===== src/rtl/prm_edge_chk_sched.sv =====
// Obstacle-check scheduler: streams obstacle codes to a banked combinational
// checker array and ORs the returned edge masks into a per-edge blocked bitmap.
module prm_edge_chk_sched #(
    parameter int CODE_W     = 15,
    parameter int BANK_W     = 32,
    parameter int NUM_BANK   = 16,
    parameter int BANK_IDX_W = 4,
    parameter int CNT_W      = 16
) (
    input  logic                  CLK,
    input  logic                  RST_N,
    input  logic                  start,
    input  logic                  abort,
    input  logic                  obs_valid,
    input  logic [CODE_W-1:0]     obs_code,
    input  logic                  obs_last,
    output logic                  obs_ready,
    output logic [CODE_W-1:0]     chk_code,
    output logic [BANK_IDX_W-1:0] chk_bank,
    input  logic [BANK_W-1:0]     chk_mask,
    input  logic                  rd_en,
    input  logic [BANK_IDX_W-1:0] rd_bank,
    output logic [BANK_W-1:0]     rd_data,
    output logic                  busy,
    output logic                  done,
    output logic                  mask_valid,
    output logic [CNT_W-1:0]      obs_cnt
);

    typedef enum logic [1:0] {IDLE, FETCH, SCAN, FIN} state_t;

    localparam logic [BANK_IDX_W-1:0] LAST_BANK = BANK_IDX_W'(NUM_BANK - 1);

    state_t                  state_reg, state_next;
    logic [CODE_W-1:0]       chk_code_reg;
    logic [BANK_IDX_W-1:0]   chk_bank_reg;
    logic                    last_reg;
    logic [CNT_W-1:0]        obs_cnt_reg;
    logic                    mask_valid_reg;
    logic [BANK_W-1:0]       rd_data_reg;
    logic [BANK_W-1:0]       word_reg [NUM_BANK];
    logic [NUM_BANK-1:0]     bank_hit;
    logic [BANK_W-1:0]       rd_word;

    logic accept, wr_en, scan_last, clear_en;

    assign accept    = (state_reg == FETCH) && obs_valid && !abort;
    assign wr_en     = (state_reg == SCAN) && !abort;
    assign scan_last = wr_en && (chk_bank_reg == LAST_BANK);
    assign clear_en  = (state_reg == IDLE) && start && !abort;

    always_ff @(posedge CLK or negedge RST_N) begin
        if (!RST_N) state_reg <= IDLE;
        else        state_reg <= state_next;
    end

    always_comb begin
        state_next = state_reg;
        obs_ready  = 1'b0;
        busy       = 1'b1;
        done       = 1'b0;
        case (state_reg)
            IDLE: begin
                busy = 1'b0;
                if (start) state_next = FETCH;
            end
            FETCH: begin
                obs_ready = 1'b1;
                if (obs_valid) state_next = SCAN;
            end
            SCAN: begin
                if (chk_bank_reg == LAST_BANK) state_next = last_reg ? FIN : FETCH;
            end
            FIN: begin
                done       = 1'b1;
                state_next = IDLE;
            end
            default: state_next = IDLE;
        endcase
        if (abort) state_next = IDLE;
    end

    always_ff @(posedge CLK or negedge RST_N) begin
        if (!RST_N) begin
            chk_code_reg   <= '0;
            chk_bank_reg   <= '0;
            last_reg       <= 1'b0;
            obs_cnt_reg    <= '0;
            mask_valid_reg <= 1'b0;
        end else begin
            if (accept) begin
                chk_code_reg <= obs_code;
                last_reg     <= obs_last;
                chk_bank_reg <= '0;
                if (obs_cnt_reg != '1) obs_cnt_reg <= obs_cnt_reg + 1'b1;
            end else if (wr_en && !scan_last) begin
                chk_bank_reg <= chk_bank_reg + 1'b1;
            end
            if (clear_en) obs_cnt_reg <= '0;

            if (abort || clear_en)          mask_valid_reg <= 1'b0;
            else if (scan_last && last_reg) mask_valid_reg <= 1'b1;
        end
    end

    // One-hot bank decode keeps every bitmap word on its own simple enable.
    generate
        for (genvar gi = 0; gi < NUM_BANK; gi++) begin : g_hit
            assign bank_hit[gi] = wr_en && (chk_bank_reg == BANK_IDX_W'(gi));
        end
    endgenerate

    always_ff @(posedge CLK or negedge RST_N) begin
        if (!RST_N) begin
            for (int i = 0; i < NUM_BANK; i++) word_reg[i] <= '0;
        end else begin
            for (int i = 0; i < NUM_BANK; i++) begin
                if (clear_en)         word_reg[i] <= '0;
                else if (bank_hit[i]) word_reg[i] <= word_reg[i] | chk_mask;
            end
        end
    end

    // Out-of-range banks fall through to zero.
    always_comb begin
        rd_word = '0;
        for (int i = 0; i < NUM_BANK; i++) begin
            if (rd_bank == BANK_IDX_W'(i)) rd_word = word_reg[i];
        end
    end

    always_ff @(posedge CLK or negedge RST_N) begin
        if (!RST_N)     rd_data_reg <= '0;
        else if (rd_en) rd_data_reg <= rd_word;
    end

    assign chk_code   = chk_code_reg;
    assign chk_bank   = chk_bank_reg;
    assign rd_data    = rd_data_reg;
    assign mask_valid = mask_valid_reg;
    assign obs_cnt    = obs_cnt_reg;

endmodule


===== config.mk =====
export PLATFORM = sky130hd
export DESIGN_NAME = prm_edge_chk_sched
export DESIGN_NICKNAME = d
export VERILOG_FILES = /design/src/rtl/prm_edge_chk_sched.sv
export SDC_FILE = /design/constraint.sdc
export NUM_CORES = 1
export LEC_CHECK = 0
export CORE_MARGIN = 5
export CORE_UTILIZATION = 50
export DETAILED_ROUTE_END_ITERATION = 10
export DONT_BUFFER_PORTS = 1
export PLACE_DENSITY = 0.73
export SYNTH_ARGS = -nofsm -noshare
export SYNTH_HDL_FRONTEND = slang
export SYNTH_SLANG_ARGS = --single-unit

===== constraint.sdc =====
create_clock -name CLK -period 2.36 [get_ports CLK]
set_clock_uncertainty 0.1 [all_clocks]
set_input_delay 0.472 -clock CLK [delete_from_list [all_inputs] [get_ports CLK]]
set_output_delay 0.472 -clock CLK [all_outputs]
set_load 0.02 [all_outputs]

==> key figures <==
Clock network
  • Clock latency on the worst-skew pair: roughly 630 ps
  • Clock Tree Root: clkbuf_16
  • Postcts setup bufs: 0
  • Total CTS buffers: 58
  • CTS H-tree depth: 2
  • Clock Sinks: 583
  • Clk slew on worst S/H paths: 60 ps
  • Clk buf depth: 3
  • CTS tree: yes

STA
  • Fmax: between 400 and 500 MHz
  • Worst Tran Pin Value: ~1200 ps
  • Final Hold Fails: slightly below 600
  • Unrepaired setup endpoints after global routing: no
  • Worst Slack Setup Final: 157 ps
  • Min Hold Slack: -539 ps
  • Final-report setup violation count: 0
  • Tcrit/Tclk final: 93.3%
  • Fin crit period: 2200 ps
  • Fin Setup TNS: 0 ps
  • Max_slew headroom: 17.9%
  • Final Slew Violations: 0

Power
  • Comb pwr share: a little under a tenth
  • Worst VDD drop: 0.562 mV
  • Cell internal pwr: between 15 and 20 mW
  • Switching Share: 25.6%
  • Net Sw Power: 5.84 mW
  • Part of the power in registers: between 40 and 50%
  • Cell Pwr Density: slightly below 800 nW/µm²
  • Clk network pwr share: 42.4%
  • P_leak: between 10 and 15 nW

Global route
  • Vias in the first global route: ~22k
  • Largest net degree at the start of global routing: roughly 580
  • Routing usage on met1: approximately two fifths
  • GRT Total Usage: 28.1%
  • First-pass GRT wire length: approximately 130 mm
  • M3 GR Usage: under 10%
  • Congestion Overflow GR: 0
  • Initial antenna violation count: 10
  • GRT met2 Usage: 42.1%
  • Busiest layer in global routing: met2

Critical path
  • Critical Path Source Type: flip-flop
  • Crit. End Element: flip-flop
  • Crit Path Category: flip-flop to flip-flop
  • Critical Path RT: ~2800 ps
  • RR Endpoint: word_reg[235]$_DFFE_PN0P_
  • CP Max Fanout: 16
  • Setup crit start: state_reg[0]$_DFFE_PN0P_
  • R2r setup slk: between 150 and 200 ps
  • Critical Path AT: roughly 2600 ps
  • Reg-to-reg startpoint: state_reg[0]$_DFFE_PN0P_
  • Reg2Reg Depth: 6

Worst hold path
  • Hold Crit Class: input port to async pin

Die
  • Total die area: 57300 µm²
  • I/O pin count: about 130
  • Chip height: ~240 µm
  • Initial core utilization: 50.3%
  • Die width: between 200 and 250 µm
  • Core area: roughly 52000 µm²
  • # rows: 84

Routing
  • DR pass1 iterations: 6
  • Via count: 22.1k
  • Vias per cell: 6.40
  • Post-route ant nets: 0
  • DR WL/cell: between 20 and 25 µm
  • DRC violation count after routing: 0
  • Iter 0 DRT Violations: 2825
  • Total length of routed wires: a little over 80 mm

Synthesis
  • Mapped Cells: 2770
  • Number of synthesized flops with an enable pin: 0
  • Yosys reg bits: between 500 and 600
  • Prevailing post-synth register cell: dfrtp_1
  • Netlist cell types: 73
  • Post-synthesis sequential area ratio: 55.4%
  • Mean Syn Cell Area: 9.50 µm²
  • Fraction of registers with async set/reset: 100%
  • Post-Syn Nets: approximately 2.8k
  • Netlist Area Pre-Place: about 26000 µm²
  • Yosys Warn Count: 0

Placement
  • Number of port buffers: 0
  • Placement Setup Slack: around 220 ps
  • Dpl hpwl: about 47 mm
  • Placer Congestion: 0.875

Layout
  • P&R area growth vs syn: 12.7%
  • Share of layout cells above drive strength 1: 10.3%
  • Nets: about 2.8k
  • Post-layout util: a little under three fifths
  • Max FFs per register: 512

Outcome
  • Failing checks: hold timing
  • Status: complete, but fails checks

Job
  • Max cap viols: 0
cell families after synthesis:
group / share of synthesized area (%)
simple gates: 13.6
flops: 55.4
compound gates: 20.1
buf+inv: 5.35
fa+ha+maj: 0.238
mux: 4.95
xor+xnor: 0.300
Yosys cell counts (21+ instances only):
library cell	count	area, µm²
mux2i_1	58	581
o22ai_1	44	275
o21ai_0	69	345
nand2_1	119	447
nor2b_1	24	150
o221ai_1	26	228
clkbuf_1	109	409
mux2_2	28	315
a22oi_1	35	263
a211oi_1	21	158
nor2_1	601	2260
dfrtp_1	583	14600
nor3_1	33	165
buf_2	137	686
a21oi_1	603	3020
power by group through the flow:
stage | sequential (mW) | combinational [mW] | clock, mW
after floorplan | 11.1 | 1.50 | 0
after global placement | 11.2 | 1.76 | 0
after detailed placement | 11.2 | 1.81 | 0
after CTS | 11.0 | 2.06 | 9.71
after global routing | 11.1 | 2.27 | 10.2
final | 11.0 | 2.12 | 9.67
worst max-delay path by stage:
stage | to
after global placement | rd_data[15]$_DFFE_PN0P_
after global routing | word_reg[276]$_DFFE_PN0P_
final | word_reg[235]$_DFFE_PN0P_
after floorplan | rd_data[0]$_DFFE_PN0P_
after detailed placement | rd_data[29]$_DFFE_PN0P_
after CTS | obs_ready
cells in the final DEF (no fill, tap or decap), types with 44 or more instances in the layout:
master	netlist	layout
nor2_1	601	587
clkbuf_16	0	59
o22ai_1	44	44
nand2_1	119	119
a21oi_1	603	603
dlygate4sd3_1	0	55
mux2i_1	58	58
o21ai_0	69	69
buf_4	19	78
dfrtp_1	583	583
cell type report:
type,instances,area (µm²)
inverter,18,67.6
sequential,583,14600
multi-input combinational,1891,10400
timing repair buffer,161,1700
antenna,8,20.0
fill,4393,22700
clock inverter,18,253
clock buffer,86,1740
tap,688,861
routing by layer:
metal / vias to the layer above / wire [µm]
met5: - / 11
met4: 2 / 3820
met3: 222 / 9400
met2: 1370 / 36500
met1: 11000 / 32500
li1: 9530 / -
critical path, cell delays in order, from the launching register on:
cell and delay [ps]:
dfrtp_1 470, nor3b_4 340, nand2_1 300, nor2_4 420, buf_12 230, a21oi_1 90
nor2_1 140
what timing repair did:
| item | CTS | global route |
|---|---|---|
| endpoints found under the hold margin | 1133 | 584 |
| resized for setup | 0 | 0 |
| hold buffers | 55 | 1 |
per-stage QoR:
| stage | std cells | power, mW | cell area, µm² |
|---|---|---|---|
| after global placement | 3285 | 12.9 | 27100 |
| after floorplan | 2770 | 12.6 | 26300 |
| after detailed placement | 3285 | 13.0 | 27100 |
| after global routing | 3451 | 23.5 | 29700 |
| after CTS | 3444 | 22.8 | 29600 |
| final | 3453 | 22.8 | 29700 |
No activity file was read; power rests on OpenSTA's default activity.
